[src/rtl/gn_rst_seq_ctrl.sv]
// Reset sequencer: async assert, 2..n-flop synchronized release, staggered per-domain release (bit k at P_SYNC_STG+P_HOLD_CYC+k*P_STEP_CYC edges).
// No backpressure; sw_rst_req is a level. Define GN_RST_SEQ_REV_ASSERT_EN for reverse-order soft assertion from ST_DONE.
`timescale 1ns/1ps
module gn_rst_seq_ctrl #(
  parameter int P_NUM_DOM  = 4,
  parameter int P_SYNC_STG = 2,
  parameter int P_HOLD_CYC = 16,
  parameter int P_STEP_CYC = 8
) (
  input  logic                 clk,
  input  logic                 reset_n,
  input  logic                 sw_rst_req,
  output logic [P_NUM_DOM-1:0] rst_out_n,
  output logic                 seq_busy,
  output logic                 seq_done
);

  localparam int LP_MAX_CYC = (P_HOLD_CYC > P_STEP_CYC) ? P_HOLD_CYC : P_STEP_CYC;
  localparam int LP_CW      = $clog2(LP_MAX_CYC) + 1;
  localparam logic [LP_CW-1:0] LP_HOLD_TC = LP_CW'(P_HOLD_CYC - 1);
  localparam logic [LP_CW-1:0] LP_STEP_TC = LP_CW'(P_STEP_CYC - 1);
  localparam logic [LP_CW-1:0] LP_ONE     = LP_CW'(1);

  if (P_NUM_DOM < 1 || P_NUM_DOM > 16) begin : g_bad_num_dom
    $error("gn_rst_seq_ctrl: P_NUM_DOM must be 1..16");
  end
  if (P_SYNC_STG < 2) begin : g_bad_sync_stg
    $error("gn_rst_seq_ctrl: P_SYNC_STG must be >= 2");
  end
  if (P_HOLD_CYC < 1) begin : g_bad_hold_cyc
    $error("gn_rst_seq_ctrl: P_HOLD_CYC must be >= 1");
  end
  if (P_STEP_CYC < 1) begin : g_bad_step_cyc
    $error("gn_rst_seq_ctrl: P_STEP_CYC must be >= 1");
  end

  typedef enum logic [1:0] {
    ST_HOLD    = 2'd0,
    ST_RELEASE = 2'd1,
`ifdef GN_RST_SEQ_REV_ASSERT_EN
    ST_DONE    = 2'd2,
    ST_ASSERT  = 2'd3
`else
    ST_DONE    = 2'd2
`endif
  } state_t;

  state_t                 r_state;
  state_t                 w_state_nxt;
  logic [LP_CW-1:0]       r_cnt;
  logic [LP_CW-1:0]       w_cnt_nxt;
  logic [P_NUM_DOM-1:0]   r_rst_n;
  logic [P_NUM_DOM-1:0]   w_rst_nxt;
  logic [P_NUM_DOM-1:0]   w_rel_shift;
  logic                   r_busy;
  logic                   w_busy_nxt;
  logic                   r_done;
  logic                   w_done_nxt;
  logic [P_SYNC_STG-1:0]  r_sync;
  logic                   w_sync;

  always_ff @(posedge clk or negedge reset_n) begin
    if (!reset_n) begin
      r_sync <= '0;
    end else begin
      r_sync <= {r_sync[P_SYNC_STG-2:0], 1'b1};
    end
  end

  assign w_sync = r_sync[P_SYNC_STG-1];

  // Releasing the next domain shifts a 1 in from the bottom, keeping the 0..01..1 shape.
  always_comb begin
    w_rel_shift = {P_NUM_DOM{1'b1}};
    for (int k = 1; k < P_NUM_DOM; k++) begin
      w_rel_shift[k] = r_rst_n[k-1];
    end
  end

`ifdef GN_RST_SEQ_REV_ASSERT_EN
  logic [P_NUM_DOM-1:0] w_ast_shift;

  // Reverse assertion shifts a 0 in from the top domain downward.
  always_comb begin
    w_ast_shift = '0;
    for (int k = 0; k < P_NUM_DOM - 1; k++) begin
      w_ast_shift[k] = r_rst_n[k+1];
    end
  end
`endif

  always_ff @(posedge clk or negedge reset_n) begin
    if (!reset_n) begin
      r_state <= ST_HOLD;
      r_cnt   <= '0;
      r_rst_n <= '0;
      r_busy  <= 1'b1;
      r_done  <= 1'b0;
    end else begin
      r_state <= w_state_nxt;
      r_cnt   <= w_cnt_nxt;
      r_rst_n <= w_rst_nxt;
      r_busy  <= w_busy_nxt;
      r_done  <= w_done_nxt;
    end
  end

  always_comb begin
    w_state_nxt = r_state;
    w_cnt_nxt   = r_cnt;
    w_rst_nxt   = r_rst_n;
    w_busy_nxt  = r_busy;
    w_done_nxt  = r_done;
    case (r_state)
      ST_HOLD: begin
        if (!w_sync || sw_rst_req) begin
          w_cnt_nxt = '0;
        end else if (r_cnt == LP_HOLD_TC) begin
          w_cnt_nxt = '0;
          w_rst_nxt = w_rel_shift;
          if (&w_rel_shift) begin
            w_state_nxt = ST_DONE;
            w_busy_nxt  = 1'b0;
            w_done_nxt  = 1'b1;
          end else begin
            w_state_nxt = ST_RELEASE;
          end
        end else begin
          w_cnt_nxt = r_cnt + LP_ONE;
        end
      end

      ST_RELEASE: begin
        if (sw_rst_req) begin
          w_state_nxt = ST_HOLD;
          w_cnt_nxt   = '0;
          w_rst_nxt   = '0;
          w_busy_nxt  = 1'b1;
          w_done_nxt  = 1'b0;
        end else if (r_cnt == LP_STEP_TC) begin
          w_cnt_nxt = '0;
          w_rst_nxt = w_rel_shift;
          if (&w_rel_shift) begin
            w_state_nxt = ST_DONE;
            w_busy_nxt  = 1'b0;
            w_done_nxt  = 1'b1;
          end
        end else begin
          w_cnt_nxt = r_cnt + LP_ONE;
        end
      end

      ST_DONE: begin
        if (sw_rst_req) begin
          w_cnt_nxt  = '0;
          w_busy_nxt = 1'b1;
          w_done_nxt = 1'b0;
`ifdef GN_RST_SEQ_REV_ASSERT_EN
          w_rst_nxt  = w_ast_shift;
          // A single-domain build has nothing left to stagger.
          w_state_nxt = (w_ast_shift == '0) ? ST_HOLD : ST_ASSERT;
`else
          w_rst_nxt   = '0;
          w_state_nxt = ST_HOLD;
`endif
        end
      end

`ifdef GN_RST_SEQ_REV_ASSERT_EN
      ST_ASSERT: begin
        if (r_cnt == LP_STEP_TC) begin
          w_cnt_nxt = '0;
          w_rst_nxt = w_ast_shift;
          if (w_ast_shift == '0) begin
            w_state_nxt = ST_HOLD;
          end
        end else begin
          w_cnt_nxt = r_cnt + LP_ONE;
        end
      end
`endif

      default: begin
        w_state_nxt = ST_HOLD;
        w_cnt_nxt   = '0;
        w_rst_nxt   = '0;
        w_busy_nxt  = 1'b1;
        w_done_nxt  = 1'b0;
      end
    endcase
  end

  assign rst_out_n = r_rst_n;
  assign seq_busy  = r_busy;
  assign seq_done  = r_done;

endmodule
[config.mk]
export PLATFORM = sky130hd
export DESIGN_NAME = gn_rst_seq_ctrl
export DESIGN_NICKNAME = d
export VERILOG_FILES = /design/src/rtl/gn_rst_seq_ctrl.sv
export SDC_FILE = /design/constraint.sdc
export NUM_CORES = 1
export LEC_CHECK = 0
export CAP_MARGIN = 10
export CORE_ASPECT_RATIO = 1.2
export CORE_MARGIN = 4
export CORE_UTILIZATION = 50
export CTS_BUF_LIST = sky130_fd_sc_hd__clkbuf_4
export DETAILED_ROUTE_END_ITERATION = 6
export GPL_ROUTABILITY_DRIVEN = 0
export PLACE_DENSITY_LB_ADDON = 0.08
export SKIP_LAST_GASP = 1
export SLEW_MARGIN = 10
export SYNTH_ARGS = -nofsm -noshare
export SYNTH_HDL_FRONTEND = slang
export SYNTH_SLANG_ARGS = --single-unit
export TNS_END_PERCENT = 10
[constraint.sdc]
create_clock -name clk -period 3.72 [get_ports clk]
set_input_delay 0.558 -clock clk [delete_from_list [all_inputs] [get_ports clk]]
set_output_delay 0.558 -clock clk [all_outputs]
set_load 0.01 [all_outputs]
==> results.py <==
metrics = {
    "yosys": {
        "syn_area_per_cell_um2": 10.5,
        "synthCells": 77,
        "synth-edff-count": 0,
        "netlist_area_um2": 806,
        "synth-seq-cells": 15,
        "yosys.cell_types.count": 30,
        "synth_fp_nets": 83,
        "async_flop_share": 1.00,
        "yosysWarnings": 0,
        "ys.flop_type": "dfrtp_1",
        "ys_seq_area_frac": 0.467,
    },
    "floorplan": {
        "core-area_um2": 1480,
        "start_util": 0.543,
        "die_area_um2": 2320,
        "fp.dieH_um": 52.0,
        "io_pins": 9,
        "rows": 15,
        "die_w_um": 44.6,
    },
    "timing": {
        "finClkSkew_ps": 3.22,
        "fin_ws_ps": 1750,
        "worst_slew_pin_slew_ps": 672,
        "hold_viol_final": 0,
        "timing.fmax_ghz": 0.509,
        "rsz0062_at_grt": "false",
        "max_slew_margin": 0.551,
        "fin_setup_tns_ps": 0,
        "setup_viol": 0,
        "post-route-period-util": 0.528,
        "fin_crit_ps": 1970,
        "slew_viol_final": 0,
    },
    "detailed_routing": {
        "vias": 554,
        "first_iter_violations": 9,
        "wl_per_cell_um": 13.3,
        "drtPass1Iterations": 4,
        "via_per_inst": 5.38,
        "wl_um": 1370,
        "drc": 0,
        "ant_nets": 0,
    },
    "min_path": {
        "hold_path_class": "reg2reg",
        "min-delay-start": "r_sync[0]",
        "hold-path-cell-count": 0,
    },
    "finish": {
        "drive_above_1_share": 0.140,
        "mostFrequentLayoutCell": "dfrtp_1",
        "final_cell_mix": "dfrtp_1, clkdlybuf4s50_1, inv_1, nand3_1",
        "areaGrowthSynthToFinish_pct": 14.1,
        "fillerInstances": 116,
        "num-nets-final": 93,
        "antennaDiodeCount": 0,
    },
    "global_routing": {
        "grt-ovfl-total": 0,
        "antenna_found_initial": 0,
        "grt_pass1_wl_um": 2350,
        "grt_pass1_vias": 544,
        "grt_usage": 0.137,
        "grt_max_degree": 16,
    },
    "worst_setup_path": {
        "worstSetupStartpointType": "flop",
        "cp_max_fo": 8,
        "crit_top_cell": "ha_1",
        "cp_slowest_stage_delay_ps": 390,
        "crit_path_cell_trace": "ha_1, nand3_1, inv_1, ha_1, nand4bb_4, a32oi_4, mux2_4",
        "slowest_stage": "dfrtp_1",
        "critPathLaunch": "r_cnt[1]",
        "reg2reg_depth": 7,
        "worst_ep_required_time_ps": 3900,
        "worstSetupPathType": "reg2reg",
        "endpoint_kind": "flop",
        "worst_r2r_startpoint": "r_cnt[1]",
        "critPathArrivalTime_ps": 2140,
    },
    "power_and_ir_drop": {
        "ir_worst_vdd_v": 0.000203,
        "p_leak_nw": 0.404,
        "power.density_nw_per_um2": 297,
    },
    "clocking": {
        "cts_tree": "yes",
        "htree_levels": 1,
        "clk_latency_ps": 290,
        "post_cts_resized": 0,
        "cts_root_buf": "clkbuf_4",
        "cts_sinks": 15,
        "cts_hold_buffers": 0,
        "cts_made_buffers": 3,
        "clk_path_buf_depth": 2,
        "clk_pin_slew_ps": 90,
        "cts_setup_buffers": 0,
    },
    "run": {
        "max_cap_violations": 0,
    },
    "place": {
        "hpwl_um": 1010,
        "place_ws_ps": 1560,
        "portBuffers": 8,
    },
    "status": {
        "run_status": "finished clean",
    },
}
cell usage after synthesis (all sizes together) (2+ instances only):
library cell   n  area [µm²]
nand3b         2        15.0
nand2          5        18.8
nor3           2        10.0
inv            8        30.0
a31oi          2        12.5
mux2           2        26.3
nand2b         2        12.5
o21ai          4        20.0
ha             3        37.5
nor2           5        18.8
dfrtp         14         350
nand4bb        2        55.1
a22oi          2        15.0
nand3          7        35.0
a21oi          4        20.0
buf            2        10.0
per-layer routing:
| metal | global-route usage | part of all wire |
|---|---|---|
| met1 | 0.162 | 0.45 |
| met2 | 0.237 | 0.49 |
| met3 | 0.0242 | 0.039 |
| met4 | 0.0603 | 0.020 |
| met5 | 0 | 0 |
flip-flops by register name (all words and copies together) (netlist names):
name / count
r_sync: 2
r_cnt: 5
seq_done: 1
rst_out_n: 4
seq_busy: 1
r_state: 2
report_power, final:
group	switching, W	leakage (nW)	internal (W)	total, W
Clock	0.0000548	0.0177	0.0000400	0.0000948
Sequential	0.00000195	0.179	0.000165	0.000167
Combinational	0.00000668	0.207	0.00000473	0.0000114
metrics by stage:
step	hold slack, ps	power, W	cell area, µm²	cells	utilization
finish	361	0.000273	920	103	0.620
global route	376	0.000281	920	103	0.620
CTS	366	0.000276	920	103	0.620
detailed placement	343	0.000182	892	99	0.602
global placement	336	0.000182	892	99	0.602
floorplan	262	0.000176	806	77	-
cell families after synthesis:
kind of cell             count (synthesis)  synth area share
other                                    1           0.00465
AND/OR/NAND/NOR                         27             0.222
adder cells (fa/ha/maj)                  3            0.0466
AO/OA/AOI/OAI                           18             0.171
flip-flops                              15             0.467
multiplexers                             2            0.0326
buffers and inverters                   11            0.0559
worst paths after layout:
kind	end	slack, ps
setup / recovery	rst_out_n[0]	1750
hold / removal	r_sync[1]	360
setup reg to reg	rst_out_n[0]	1750
hold reg to reg	r_sync[1]	360
max in group asynchronous	rst_out_n[0]	2620
min in group asynchronous	r_state[1]	670
layout make-up:
cell class / instances / area [µm²] / share of cell area
flip-flops and latches: 15 / 377 / 0.410
clock inverters: 1 / 5.00 / 0.00544
clock buffers: 3 / 22.5 / 0.0245
well taps: 17 / 21.3 / 0.0231
inverters: 8 / 30.0 / 0.0327
multi-input cells: 51 / 384 / 0.418
repair buffers: 8 / 80.1 / 0.0871
critical path, delay by kind of cell (launching register included):
kind	cells	cell delay, ps
fa+ha+maj	2	480
flops	1	390
mux	1	330
compound gates	1	300
simple gates	2	280
buf+inv	1	80
Note: power is estimated with default switching activity, not from simulation.
